$ cat src/rtl/four_stage_pipe.sv
`default_nettype none
// ============================================================================
// Module   : four_stage_pipe
// Function : Register-read / ALU / write-back / memory-store pipeline, one
//            instruction per clock, no hazard forwarding.
// Revision : 1.0 - initial release
// ============================================================================
module four_stage_pipe #(
    parameter int DW     = 16,
    parameter int NREG   = 16,
    parameter int MDEPTH = 256
) (
    input  logic                      clk,
    input  logic                      rst,
    input  logic [$clog2(NREG)-1:0]   rd,
    input  logic [$clog2(NREG)-1:0]   rs1,
    input  logic [$clog2(NREG)-1:0]   rs2,
    input  logic [3:0]                func,
    input  logic [$clog2(MDEPTH)-1:0] addr,
    output logic [DW-1:0]             zout
);

    localparam int c_RW = $clog2(NREG);
    localparam int c_AW = $clog2(MDEPTH);

    // Storage is never reset; benches preload and inspect it hierarchically.
    logic [DW-1:0] regbank [0:NREG-1];
    logic [DW-1:0] memory  [0:MDEPTH-1];

    // S1/S2
    logic [DW-1:0]   r_a1;
    logic [DW-1:0]   r_b1;
    logic [c_RW-1:0] r_rd1;
    logic [3:0]      r_func1;
    logic [c_AW-1:0] r_addr1;
    logic            r_v1;
    // S2/S3
    logic [DW-1:0]   r_z2;
    logic [c_RW-1:0] r_rd2;
    logic [c_AW-1:0] r_addr2;
    logic            r_v2;
    // S3/S4
    logic [DW-1:0]   r_z3;
    logic [c_AW-1:0] r_addr3;
    logic            r_v3;

    logic [DW-1:0]   w_alu;

    always_comb begin
        w_alu = '0;
        case (r_func1)
            4'd0:    w_alu = r_a1 + r_b1;
            4'd1:    w_alu = r_a1 - r_b1;
            4'd2:    w_alu = r_a1 * r_b1;
            4'd3:    w_alu = r_a1;
            4'd4:    w_alu = r_b1;
            4'd5:    w_alu = r_a1 & r_b1;
            4'd6:    w_alu = r_a1 | r_b1;
            4'd7:    w_alu = r_a1 ^ r_b1;
            4'd8:    w_alu = ~r_a1;
            4'd9:    w_alu = ~r_b1;
            4'd10:   w_alu = r_a1 >> 1;
            4'd11:   w_alu = r_a1 << 1;
            default: w_alu = '0;
        endcase
    end

    always_ff @(posedge clk or posedge rst) begin
        if (rst) begin
            r_a1    <= '0;
            r_b1    <= '0;
            r_rd1   <= '0;
            r_func1 <= '0;
            r_addr1 <= '0;
            r_v1    <= 1'b0;
            r_z2    <= '0;
            r_rd2   <= '0;
            r_addr2 <= '0;
            r_v2    <= 1'b0;
            r_z3    <= '0;
            r_addr3 <= '0;
            r_v3    <= 1'b0;
        end else begin
            r_a1    <= regbank[rs1];
            r_b1    <= regbank[rs2];
            r_rd1   <= rd;
            r_func1 <= func;
            r_addr1 <= addr;
            r_v1    <= 1'b1;
            r_z2    <= w_alu;
            r_rd2   <= r_rd1;
            r_addr2 <= r_addr1;
            r_v2    <= r_v1;
            r_z3    <= r_z2;
            r_addr3 <= r_addr2;
            r_v3    <= r_v2;
        end
    end

    // Same-edge S1 read of a register being written here sees the old value.
    always_ff @(posedge clk) begin
        if (!rst && r_v2) begin
            regbank[r_rd2] <= r_z2;
        end
    end

    always_ff @(posedge clk) begin
        if (!rst && r_v3) begin
            memory[r_addr3] <= r_z3;
        end
    end

    assign zout = r_z3;

endmodule
`default_nettype wire

$ cat config.mk
export PLATFORM = sky130hd
export DESIGN_NAME = four_stage_pipe
export DESIGN_NICKNAME = d
export VERILOG_FILES = /design/src/rtl/four_stage_pipe.sv
export SDC_FILE = /design/constraint.sdc
export NUM_CORES = 1
export LEC_CHECK = 0
export BUFFER_PORTS_ARGS = -buffer_cell sky130_fd_sc_hd__buf_2
export CORE_ASPECT_RATIO = 0.6
export CORE_UTILIZATION = 34
export CTS_BUF_LIST = sky130_fd_sc_hd__clkbuf_8
export CTS_CLUSTER_SIZE = 16
export DETAILED_ROUTE_END_ITERATION = 16
export GPL_ROUTABILITY_DRIVEN = 0
export HOLD_SLACK_MARGIN = 0.1
export PLACE_DENSITY = 0.46
export SYNTH_ARGS = -nofsm -noshare
export SYNTH_HDL_FRONTEND = slang
export SYNTH_SLANG_ARGS = --single-unit
$ cat constraint.sdc
create_clock -name clk -period 6.2 [get_ports clk]
set_clock_uncertainty 0.05 [all_clocks]
set_input_delay 0.62 -clock clk [delete_from_list [all_inputs] [get_ports clk]]
set_output_delay 0.62 -clock clk [all_outputs]
set_load 0.005 [all_outputs]
Word-level counts from Yosys, hierarchy flattened
Memory sizes are Yosys's and may differ from the RTL's. A register that Yosys moved wholly into a read port is not among the register bits.
Index checks and enable logic that the tools add are counted.
Cells by class
  add/subtract/negate cells: 2
  $mul: 1
  equal/unequal tests: 11
  mux-type cells: 3
  bitwise gates (word level): 5
  reduce and logical (&&, ||, !) cells: 3
Operators by type and width (number)
  $pmux 16 s12: 1
  $not 16->16: 2
  $add 16x16->16: 1
  $and 16x16->16: 1
  $eq 4x3->1 const B: 4
  $eq 4x4->1 const B: 4
  $mul 16x16->16: 1
  $or 16x16->16: 1
  $sub 16x16->16: 1
  $xor 16x16->16: 1
  $eq 4x2->1 const B: 2
  $eq 4x1->1 const B: 1
  $logic_not 4->1: 1
  $mux 1: 2
  $logic_and 1x1->1: 1
  $logic_not 1->1: 1
Storage, ports and cells
  register bits: 46
  bits in writable memories: 256
  input port bits: 26
  logic and storage cells: 33
  memories kept: 1
Memory list
  regbank: words 16, width 16, rd ports 2, clocked after Yosys merged registers in 2, wr ports 1, RTL line 27  | logic [DW-1:0] regbank [0:NREG-1];

Longest topological paths before layout
Gate-level depths: netlist (run 1).
  depth in word-level cells: 4
  gate-level depth with buffers: 22
  mapped depth without buffers: 20

Least setup slack after synthesis (run 1)
Ideal clock, no wire load.
  path type: register -> register
  from: register r_b1[5] (read register of regbank)
  to: register r_z2[14]
  arrival time: 5.399 ns
  setup slack: 0.664 ns
  cell stages (with the launch flop): 20
  cells stage by stage: dfrtp_1 clkbuf_1 clkinv_1 nor2_1 fa_1 inv_1 fa_1 fa_1 fa_1 inv_1 fa_1 inv_1 fa_1 inv_1 ha_1 and3_1 a211o_1 o31ai_1 mux2_2 o211ai_1
Between the ends
  cells in the longest elaborated chain, start to end: 2
  elaborated cells on any way between the ends: 4
  classes of those cells: add/sub (2); mul (1); mux (1)
Ends and longest elaborated chain
  from (decl): RTL line 32  | logic [DW-1:0] r_b1;
  $mul 16x16->16, or another cell as far along: RTL line 54  | 4'd2: w_alu = r_a1 * r_b1;
  $pmux 16 s12 *: RTL line 51  | case (r_func1)
  named net w_alu[14]: RTL line 47  | logic [DW-1:0] w_alu;
  to (signal assigned): RTL line 90  | r_z2 <= w_alu;
  to (decl): RTL line 38  | logic [DW-1:0] r_z2;
Mark *: on every way through the listed nets, which the timed path passes. The rest lies on a longest branch.

Final worst setup path (run 1)
  from: register r_a1[7] (read register of regbank)
  to: register r_z2[14]
Between the ends
  cells in the longest elaborated chain, start to end: 2
  elaborated cells on any way between the ends: 4
  classes of those cells: add/sub (2); mul (1); mux (1)
Ends and longest elaborated chain
  from (decl): RTL line 31  | logic [DW-1:0] r_a1;
  $mul 16x16->16, or another cell as far along: RTL line 54
  $pmux 16 s12 *: RTL line 51
  named net w_alu[14]: RTL line 47
Marks and branches as above.

==> summary.md, run 1 <==
| Metric | Value |
|---|---|
| Total GRT Usage | `0.216` |
| Commonest non-fill, non-tap cell in the layout | `edfxtp_1` |
| Grt ovf | `0` |
| Hpwl dp | `44400 µm` |
| Fin. Hold Viols | `0` |
| Max VDD drop | `626 µV` |
| Layout Nets | `1716` |
| Vias per cell | `5.44` |
| Port Buf Inserts | `33` |
| Dominant synthesized flop cell | `edfxtp_1` |
| Core area | `approximately 58000 µm²` |
| Distinct cells, synth | `62` |
| Xor/xnor share of the synthesized area | `0.0278` |
| Max Cap Violations | `0` |
| Pins Over Slew Limit | `0` |
| Final setup viols | `0` |
| Avg Cell Area, Syn | `14.0 µm²` |
| CTS tree | `built` |
| Synthesis-to-finish area growth | `12.3%` |
| Syn Nets | `1629` |
| Crit path cell chain | `inv_1 > nor2_1 > fa_1 > inv_1 > fa_1 > fa_1 > fa_1 > inv_1 > fa_1 > inv_1 > fa_1 > inv_1 > ha_1 > and3_1 > a211o_1 > o31ai_1 > mux2_2 > o211ai_1` |
| Io pins | `42` |
| CP max stage delay | `about 560 ps` |
| Leak | `0.00853 µW` |
| Post-synth top area share | `0.384` |
| Clock Latency Late Sink | `about 610 ps` |
| Synth Register Bits | `334` |
| Fmax | `167 MHz` |
| FFs w/ async S/R, synth | `0.234` |
| CTS root buf | `clkbuf_8` |
| Setup TNS | `0 ps` |
| Die footprint | `around 60000 µm²` |
| Num CTS Buffers | `between 40 and 50` |
| Per-cell routed wire length | `around 27 µm` |
| H-tree Lvls | `2` |
| PD cells | `460 nW/µm²` |
| Pre-antenna DRT Iters | `9` |
| Post-Synth Simple-Gate Area | `0.0613` |
| Hold Crit Class | `flop to flop` |
| Die X | `315 µm` |
| Synth area leader | `edfxtp_1` |
| First-pass GRT wire length | `approximately 90000 µm` |
| Critical Path Start Type | `flop` |
| Main combinational cell family by area after synthesis | `multiplexers` |
| Buffers & Inverters on Critical Path | `5` |
| Status | `finished, final reports clean` |
| Vias after detailed routing | `12636` |
| Cell Area, Synth | `roughly 20000 µm²` |
| Largest cells by area after synthesis | `edfxtp_1 38%, mux4_2 18%, dfrtp_1 9.7%` |
| Post-route design area | `22500 µm²` |
| Post-synth EDFFs | `256` |
| Post-DRT Antenna Nets | `0` |
| Compound-Gate Fraction of Synth Area | `0.0562` |
| # clock sinks | `334` |
| Unrepaired setup endpoints after global routing | `no` |
| Min Tclk post-route | `5990 ps` |
| Crit Path Class | `flop to flop` |
| Critical Path Sink Type | `flop` |
| Vias in the first global route | `13036` |
| Synth Warn # | `0` |
| Crit path max fanout | `6` |
| Initial drt markers | `roughly 1500` |
| Slew @ Worst Pin | `1420 ps` |
| DRC Markers | `0` |
| Top delay family on crit path | `adder cells` |
| Rows | `68` |
| CP arrival | `6450 ps` |
| Tot Pwr | `10300 µW` |
| Period utilization | `0.967` |
| Placed instance area | `21500 µm²` |
| Critical Path RT | `around 6700 ps` |
| Adder-Cell Fraction of Synth Area | `0.142` |
| Routed WL | `62600 µm` |
| Slew margin rel. | `0.0486` |
| Layout cells sized above 1 | `0.241` |
| Worst path slowest cell | `fa_1` |
| Initial antenna violation count | `5` |
| Clk pin slew, worst setup/hold paths | `70 ps` |
| DIE HEIGHT | `190 µm` |
| Largest net degree at the start of global routing | `49` |
| Cells after Synth | `1425` |
| Seq/Total Area, Yosys | `0.481` |
| Starting density of the core | `0.346` |
| Most frequent cells in the layout | `256 x edfxtp_1, 165 x inv_1, 160 x mux4_2` |
| Multiplexer share of the synthesized area | `0.185` |
| Max Buffers Root-to-Sink | `3` |
| Final Util | `0.388` |
| Post CTS Setup Buffer Count | `0` |
| Most frequent CP cell | `fa_1` |
worst register-to-register path, stage by stage (launching register included):
cell and delay [ps]:
dfrtp_1 390, inv_1 350, nor2_1 150, fa_1 550, inv_1 60, fa_1 460
fa_1 500, fa_1 560, inv_1 50, fa_1 480, inv_1 60, fa_1 480
inv_1 70, ha_1 370, and3_1 180, a211o_1 330, o31ai_1 270, mux2_2 420
o211ai_1 120
power by group:
part	switching [µW]	leakage (µW)	total (µW)	internal, µW
registers	264	0.00320	2960	2700
logic	3310	0.00478	5670	2350
clock network	869	0.000550	1710	840
layer usage:
metal	GRT usage	vias up	share of wire
met5	0	-	0.00011
met4	0.0333	2	0.011
met3	0.0667	60	0.099
met2	0.289	536	0.40
met1	0.341	6608	0.49
li1	-	5430	-
path summary, 6_finish.rpt:
| kind | end | startpoint | slack, ps | depth (start not counted) |
|---|---|---|---|---|
| min in group asynchronous | zout[4] | rst | 550 | 3 |
| setup / recovery | r_z2[14] | r_a1[7] | 210 | 18 |
| max in group asynchronous | r_a1[6] | rst | 4400 | 4 |
| setup reg to reg | r_z2[14] | r_a1[7] | 210 | 18 |
| hold reg to reg | r_rd2[0] | r_rd1[0] | 300 | 0 |
| hold / removal | r_rd2[0] | r_rd1[0] | 300 | 0 |
synthesized netlist by cell type (all sizes together) (2+ instances only):
master	number
a2111oi	2
a211o	4
a211oi	6
a21o	2
a21oi	45
a221o	3
a221oi	16
a222oi	2
a22oi	8
a31oi	7
a41oi	2
and2	2
and3	3
buf	44
clkbuf	37
clkinv	7
dfrtp	78
edfxtp	256
fa	81
ha	97
inv	145
mux2	6
mux2i	4
mux4	160
nand2	102
nand2b	10
nand3	9
nand4	4
nor2	126
nor2b	4
nor3	12
o2111ai	5
o211ai	4
o21a	5
o21ai	37
o31a	2
o31ai	6
o41ai	2
or3	10
xnor2	49
xor2	12
through the flow:
stage                     cells  setup slack [ps]  hold WS, ps
after detailed placement   2223               245          286
after global placement     2223               144          287
final                      2321               207          296
after CTS                  2320               138          298
after global routing       2320              13.1          300
after floorplan            1425               664          281
logic make-up after synthesis:
kind of cell / after synthesis
xor+xnor: 62
buf+inv: 233
compound gates: 161
simple gates: 286
fa+ha+maj: 178
mux: 170
other cells: 1
flops: 334
layout make-up:
cell class	count	area (µm²)
Timing Repair Buffer	118	831
Multi-Input combinational cell	858	9550
Sequential cell	334	9640
Clock buffer	54	743
Inverter	152	573
Antenna cell	1	2.50
Clock inverter	34	171
Fill cell	5476	35400
Tap cell	770	963
sequential cells by signal, indices dropped and copies added (netlist names):
register	cells
r_b1	16
r_func1	4
r_z2	16
zout	16
r_v2	1
r_rd1	4
r_v1	1
regbank	256
r_a1	16
r_rd2	4
timing repair:
| action | 4_1_cts | 5_1_grt |
|---|---|---|
| hold buffers | 9 | 0 |
| endpoints found under the setup margin | 0 | 3 |
| gates resized for setup | 0 | 2 |
| endpoints found under the hold margin | 40 | 0 |
Power figures use the tool's default switching activity.
==> run 2, diff against run 1 <==
Settings changed: CORE_ASPECT_RATIO 0.6 to default.
==> run 2 against run 1 <==
Against the previous run:
- maximum frequency rose by 1.1%
- via count shrank 2.0%
- clock-buffer cell count up 7
- global-route usage down 1.7 points
- register-to-register slack improved by 70 ps
- non-clock buffer count shrank 12
- clock power rose by 16%
- flip-flop and latch count unchanged
- largest cell class unchanged
- largest power group unchanged
==> summary.md, run 2 (synthesis results as in run 1) <==
| Metric | Value |
|---|---|
| R2r setup slk | `270 ps` |
| Vias after detailed routing | `around 12000` |
| Clock Latency Late Sink | `approximately 630 ps` |
| Layout Nets | `1711` |
| Port Buf Inserts | `33` |
| Clk pin slew, worst setup/hold paths | `approximately 60 ps` |
| Per-cell routed wire length | `24.9 µm` |
| First-pass GRT wire length | `86700 µm` |
| Slew margin rel. | `0.397` |
| DIE HEIGHT | `245 µm` |
| Die footprint | `59900 µm²` |
| Hold Crit Class | `flop to flop` |
| Post CTS Setup Buffer Count | `0` |
| Critical Path Start Type | `flop` |
| Fmax | `169 MHz` |
| M3 GR Usage | `0.0297` |
| Critical Path Sink Type | `flop` |
| CTS root buf | `clkbuf_8` |
| Fin. Hold Viols | `0` |
| Area of the multi-input gates | `9540 µm²` |
| Met2 usage | `0.325` |
| Vias per cell | `roughly 5.3` |
| Period utilization | `0.956` |
| Max Buffers Root-to-Sink | `3` |
| Grt ovf | `0` |
| Critical Path RT | `6670 ps` |
| Largest register FFs | `256` |
| Synthesis-to-finish area growth | `12.8%` |
| H-tree Lvls | `2` |
| Unrepaired setup endpoints after global routing | `no` |
| Min-delay src | `r_rd1[0]` |
| Crit Path Class | `flop to flop` |
| GRT busiest layer | `met2` |
| # clock sinks | `334` |
| Hold depth | `0` |
| Largest net degree at the start of global routing | `between 40 and 50` |
| Max Cap Violations | `0` |
| CP arrival | `~6400 ps` |
| Max VDD drop | `about 1100 µV` |
| Worst R2R Path Depth | `19` |
| Final Util | `0.390` |
| Routed WL | `57700 µm` |
| Most flops, register | `regbank` |
| Layout cells sized above 1 | `0.243` |
| Initial antenna violation count | `2` |
| Final setup viols | `0` |
| Post-DRT Antenna Nets | `0` |
| Status | `finished, final reports clean` |
| Worst r2r src | `r_b1[1]` |
| Min Tclk post-route | `5930 ps` |
| Leak | `between 0.008 and 0.009 µW` |
| Most frequent CP cell | `fa_1` |
| Hpwl dp | `38900 µm` |
| Initial drt markers | `981` |
| Pre-antenna DRT Iters | `5` |
| Slew @ Worst Pin | `about 900 ps` |
| Num CTS Buffers | `55` |
| Commonest non-fill, non-tap cell in the layout | `edfxtp_1` |
| FF+latch area | `9640 µm²` |
| Vias in the first global route | `13317` |
| Most frequent cells in the layout | `256 x edfxtp_1, 160 x mux4_2, 154 x inv_1` |
| Die X | `245 µm` |
| Worst path slowest cell | `fa_1` |
| Crit path max fanout | `8` |
| Setup TNS | `0 ps` |
| Post-CTS Resized | `0` |
| Reg2reg end | `r_z2[14]` |
| Total GRT Usage | `0.198` |
| # fillers | `5519` |
| DRC Markers | `0` |
| Io pins | `42` |
| PD cells | `439 nW/µm²` |
| N_diodes | `0` |
| GR Layer Usage met1 | `0.271` |
| Core area | `57900 µm²` |
| Starting density of the core | `0.346` |
| CP max stage delay | `530 ps` |
| CTS Hold Buffers Added | `9` |
| Sink of the worst hold path | `r_rd2[0]` |
| Crit path cell chain | `clkinv_1 > buf_4 > nor2_1 > fa_1 > inv_1 > fa_1 > fa_1 > fa_1 > inv_1 > fa_1 > inv_1 > fa_1 > inv_1 > ha_1 > and3_1 > a211o_1 > o31ai_1 > mux2_2 > o211ai_1` |
| Pins Over Slew Limit | `0` |
| Rows | `88` |
| CTS tree | `built` |
[run 2: changes by cell type in the layout (fill, tap and decap cells not counted), moves of 3 or more]
cell,before,now
buf_4,78,66
clkinv_2,4,11
bufinv_16,1,4
inv_1,165,154
clkinv_1,10,20
clkbuf_8,54,61
[run 2: worst max path at each step]
stage / depth (start not counted) / start / slack [ps] / endpoint
after floorplan: 19 / r_b1[5] / 660 / r_z2[14]
after global placement: 19 / r_b1[1] / 360 / r_z2[15]
after detailed placement: 19 / r_b1[1] / 350 / r_z2[14]
after CTS: 19 / r_b1[1] / 310 / r_z2[14]
after global routing: 19 / r_b1[1] / 70 / r_z2[15]
final: 19 / r_b1[1] / 270 / r_z2[14]
[run 2: per-stage QoR]
| step | cells | hold WS (ps) | worst slack, ps | power, µW | cell area (µm²) |
|---|---|---|---|---|---|
| 2_1_floorplan | 1425 | 281 | 664 | 6460 | 20000 |
| 4_1_cts | 2319 | 306 | 311 | 10100 | 22600 |
| 5_1_grt | 2319 | 309 | 65.2 | 10800 | 22600 |
| 3_5_place_dp | 2206 | 290 | 346 | 7990 | 21400 |
| 3_3_place_gp | 2206 | 286 | 364 | 7970 | 21400 |
| 6_report | 2319 | 300 | 273 | 9910 | 22600 |
[run 2: area by class of cell]
cell class / count / share of cell area
timing repair buffer: 106 / 0.0328
sequential: 334 / 0.427
tap: 765 / 0.0424
clock inverter: 43 / 0.0131
multi-input combinational: 858 / 0.422
clock buffer: 61 / 0.0372
inverter: 152 / 0.0254
[run 2: critical path: cells and delay by family, from the launching register on]
kind | cells | cell delay (ps)
compound gates | 3 | 720
fa+ha+maj | 7 | 3290
buf+inv | 6 | 540
flops | 1 | 520
mux | 1 | 410
simple gates | 2 | 280
[run 2: layer usage]
metal,vias up,share of wire
li1,5419,-
met2,417,0.48
met1,6455,0.44
met5,-,0
met3,95,0.058
met4,0,0.026
[run 2: report_power, final]
group          switching, µW  leakage [µW]  internal (µW)
registers                279       0.00320           2700
clock network            911      0.000633           1080
logic                   2770       0.00472           2180
==> run 3, diff against run 2 <==
Settings changed: ABC_AREA from default to 1, SKIP_LAST_GASP from default to 1.
==> run 3 against run 2 <==
Against the previous run:
- hold slack got worse by 2.5 ps
- die area grew 6.9%
- clock-buffer cell count rose by 4
- critical path type unchanged
==> summary.md, run 3 <==
| Metric | Value |
|---|---|
| Post-synth top area share | `0.359` |
| Setup slack at placement | `approximately 360 ps` |
| Initial antenna violation count | `3` |
| Most frequent cells in the layout | `468 x nand2_1, 430 x inv_1, 256 x edfxtp_1` |
| Period utilization | `0.938` |
| Starting density of the core | `0.346` |
| Cell Area, Synth | `21400 µm²` |
| CP arrival | `6240 ps` |
| Buffers & Inverters on Critical Path | `8` |
| First-pass GRT wire length | `104000 µm` |
| Vias after detailed routing | `17459` |
| Dominant synthesized flop cell | `edfxtp_1` |
| Hold WS | `297 ps` |
| Layout Cells excl Fill | `3345` |
| Die X | `roughly 250 µm` |
| # clock sinks | `between 300 and 400` |
| Min Tclk post-route | `5820 ps` |
| Clk pin slew, worst setup/hold paths | `60 ps` |
| CP max stage delay | `660 ps` |
| Sink of the worst hold path | `r_rd2[1]` |
| CTS tree | `built` |
| Layout Nets | `2665` |
| Status | `finished, final reports clean` |
| Synth Warn # | `0` |
| Core area | `61900 µm²` |
| Synthesis-to-finish area growth | `10.6%` |
| Syn Nets | `approximately 2700` |
| Clock Latency Late Sink | `610 ps` |
| Port Buf Inserts | `33` |
| Critical Path Start Type | `flop` |
| Distinct cells, synth | `47` |
| Per-cell routed wire length | `20.6 µm` |
| Slew @ Worst Pin | `979 ps` |
| Io pins | `42` |
| Final setup viols | `0` |
| WP depth | `23` |
| N_diodes | `0` |
| Synth area leader | `edfxtp_1` |
| Initial drt markers | `1423` |
| Cell with the most instances after synthesis | `nand2_1` |
| DIE HEIGHT | `253 µm` |
| Critical Path RT | `between 6000 and 7000 ps` |
| Seq/Total Area, Yosys | `0.450` |
| FFs w/ async S/R, synth | `0.234` |
| PD cells | `373 nW/µm²` |
| Slew margin rel. | `0.346` |
| Min-delay src | `r_rd1[1]` |
| Worst r2r src | `r_a1[6]` |
| Most frequent CP cell | `inv_1` |
| Layout cells sized above 1 | `0.0861` |
| Met3 WL | `4230 µm` |
| Unrepaired setup endpoints after global routing | `no` |
| # fillers | `6383` |
| Vias in the first global route | `around 17000` |
| Synth Register Bits | `334` |
| Avg Cell Area, Syn | `about 8.7 µm²` |
| Crit path max fanout | `6` |
| Largest cells by area after synthesis | `edfxtp_1 36%, dfrtp_1 9.1%, nand2_1 8.2%` |
| Largest net degree at the start of global routing | `161` |
| Max Buffers Root-to-Sink | `3` |
| Met1 wire length | `30100 µm` |
| Commonest non-fill, non-tap cell in the layout | `nand2_1` |
| Final worst slack | `a little under 400 ps` |
| Setup TNS | `0 ps` |
| Grt ovf | `0` |
| Post-DRT Antenna Nets | `0` |
| Met2 WL post-DR | `32700 µm` |
| Critical Path Sink Type | `flop` |
| Num CTS Buffers | `56` |
| Total GRT Usage | `0.216` |
| CTS root buf | `clkbuf_8` |
| Pins Over Slew Limit | `0` |
| Fin. Hold Viols | `0` |
| Hpwl dp | `44700 µm` |
| Post-synth EDFFs | `256` |
| Die footprint | `64000 µm²` |
| Hold depth | `0` |
| Most flops, register | `regbank` |
| Crit path cell chain | `buf_4 > nand2_1 > inv_1 > fa_1 > inv_1 > fa_1 > fa_1 > fa_1 > inv_1 > fa_1 > inv_1 > fa_1 > inv_1 > ha_1 > inv_1 > nor4_1 > nand3_1 > nand3_1 > a21oi_1 > o21ai_0 > nand2_1 > inv_1 > o21ai_1` |
| Reg2reg end | `r_z2[14]` |
| Cells after Synth | `2448` |
| Leak | `0.0107 µW` |
| Top delay family on crit path | `adder cells` |
| Max Cap Violations | `0` |
| Hold Crit Class | `flop to flop` |
| Dpl cells | `around 3200` |
| Fmax | `172 MHz` |
| Largest register FFs | `256` |
| R2r setup slk | `380 ps` |
| Post-CTS Resized | `0` |
| Rows | `91` |
| DRC Markers | `0` |
| Commonest cells post-synth | `468 x nand2_1, 406 x inv_1, 256 x edfxtp_1` |
| H-tree Lvls | `2` |
| Pre-antenna DRT Iters | `7` |
| Crit Path Class | `flop to flop` |
| Worst R2R Path Depth | `23` |
| Max VDD drop | `between 300 and 400 µV` |
| Worst path slowest cell | `dfrtp_1` |
| Routed WL | `68900 µm` |
| Vias per cell | `5.22` |
| Final Util | `0.382` |
| Uppermost routed layer | `met4` |
run 3: layer usage:
metal,up-vias,GRT usage
met5,-,0
met4,0,0.0681
met3,117,0.0308
met2,609,0.364
met1,8502,0.286
li1,8231,-
run 3: power breakdown:
group          internal (µW)  leakage, µW  switching, µW  total [µW]
clock                    952     0.000640            901        1850
sequential              2690      0.00328            302        2990
combinational           1440      0.00675           2550        4000
total                   5090       0.0107           3760        8840
run 3: metrics by stage:
step                      area, µm²  total power (µW)
after floorplan               21400              5800
after global placement        22500              7000
after detailed placement      22500              7040
after CTS                     23700              8940
after global routing          23700              9700
final                         23700              8840
run 3: kinds of logic after synthesis:
kind of cell | share of synthesized area
AO/OA/AOI/OAI | 0.170
other | 0.000175
XOR/XNOR | 0.00859
AND/OR/NAND/NOR | 0.134
buffers and inverters | 0.104
flip-flops | 0.450
adder cells (fa/ha/maj) | 0.132
run 3: layout make-up:
type                            count  area [µm²]  area share
Inverter                          430        1620      0.0685
Sequential cell                   334        9640       0.407
Tap cell                          837        1050      0.0442
Clock inverter                     40         168     0.00708
Clock buffer                       65         895      0.0378
Multi-Input combinational cell   1539        9590       0.405
Timing Repair Buffer              100         721      0.0304
run 3: timing repair:
action	CTS	global route
buffers inserted	0	0
setup endpoints to repair	0	0
endpoints found under the hold margin	30	0
hold buffers	9	0
run 3: worst max path at each step:
stage / startpoint / to
2_1_floorplan: r_b1[1] / r_z2[14]
3_3_place_gp: r_a1[6] / r_z2[14]
3_5_place_dp: r_a1[6] / r_z2[14]
4_1_cts: r_a1[6] / r_z2[14]
5_1_grt: r_a1[6] / r_z2[14]
6_report: r_a1[6] / r_z2[14]
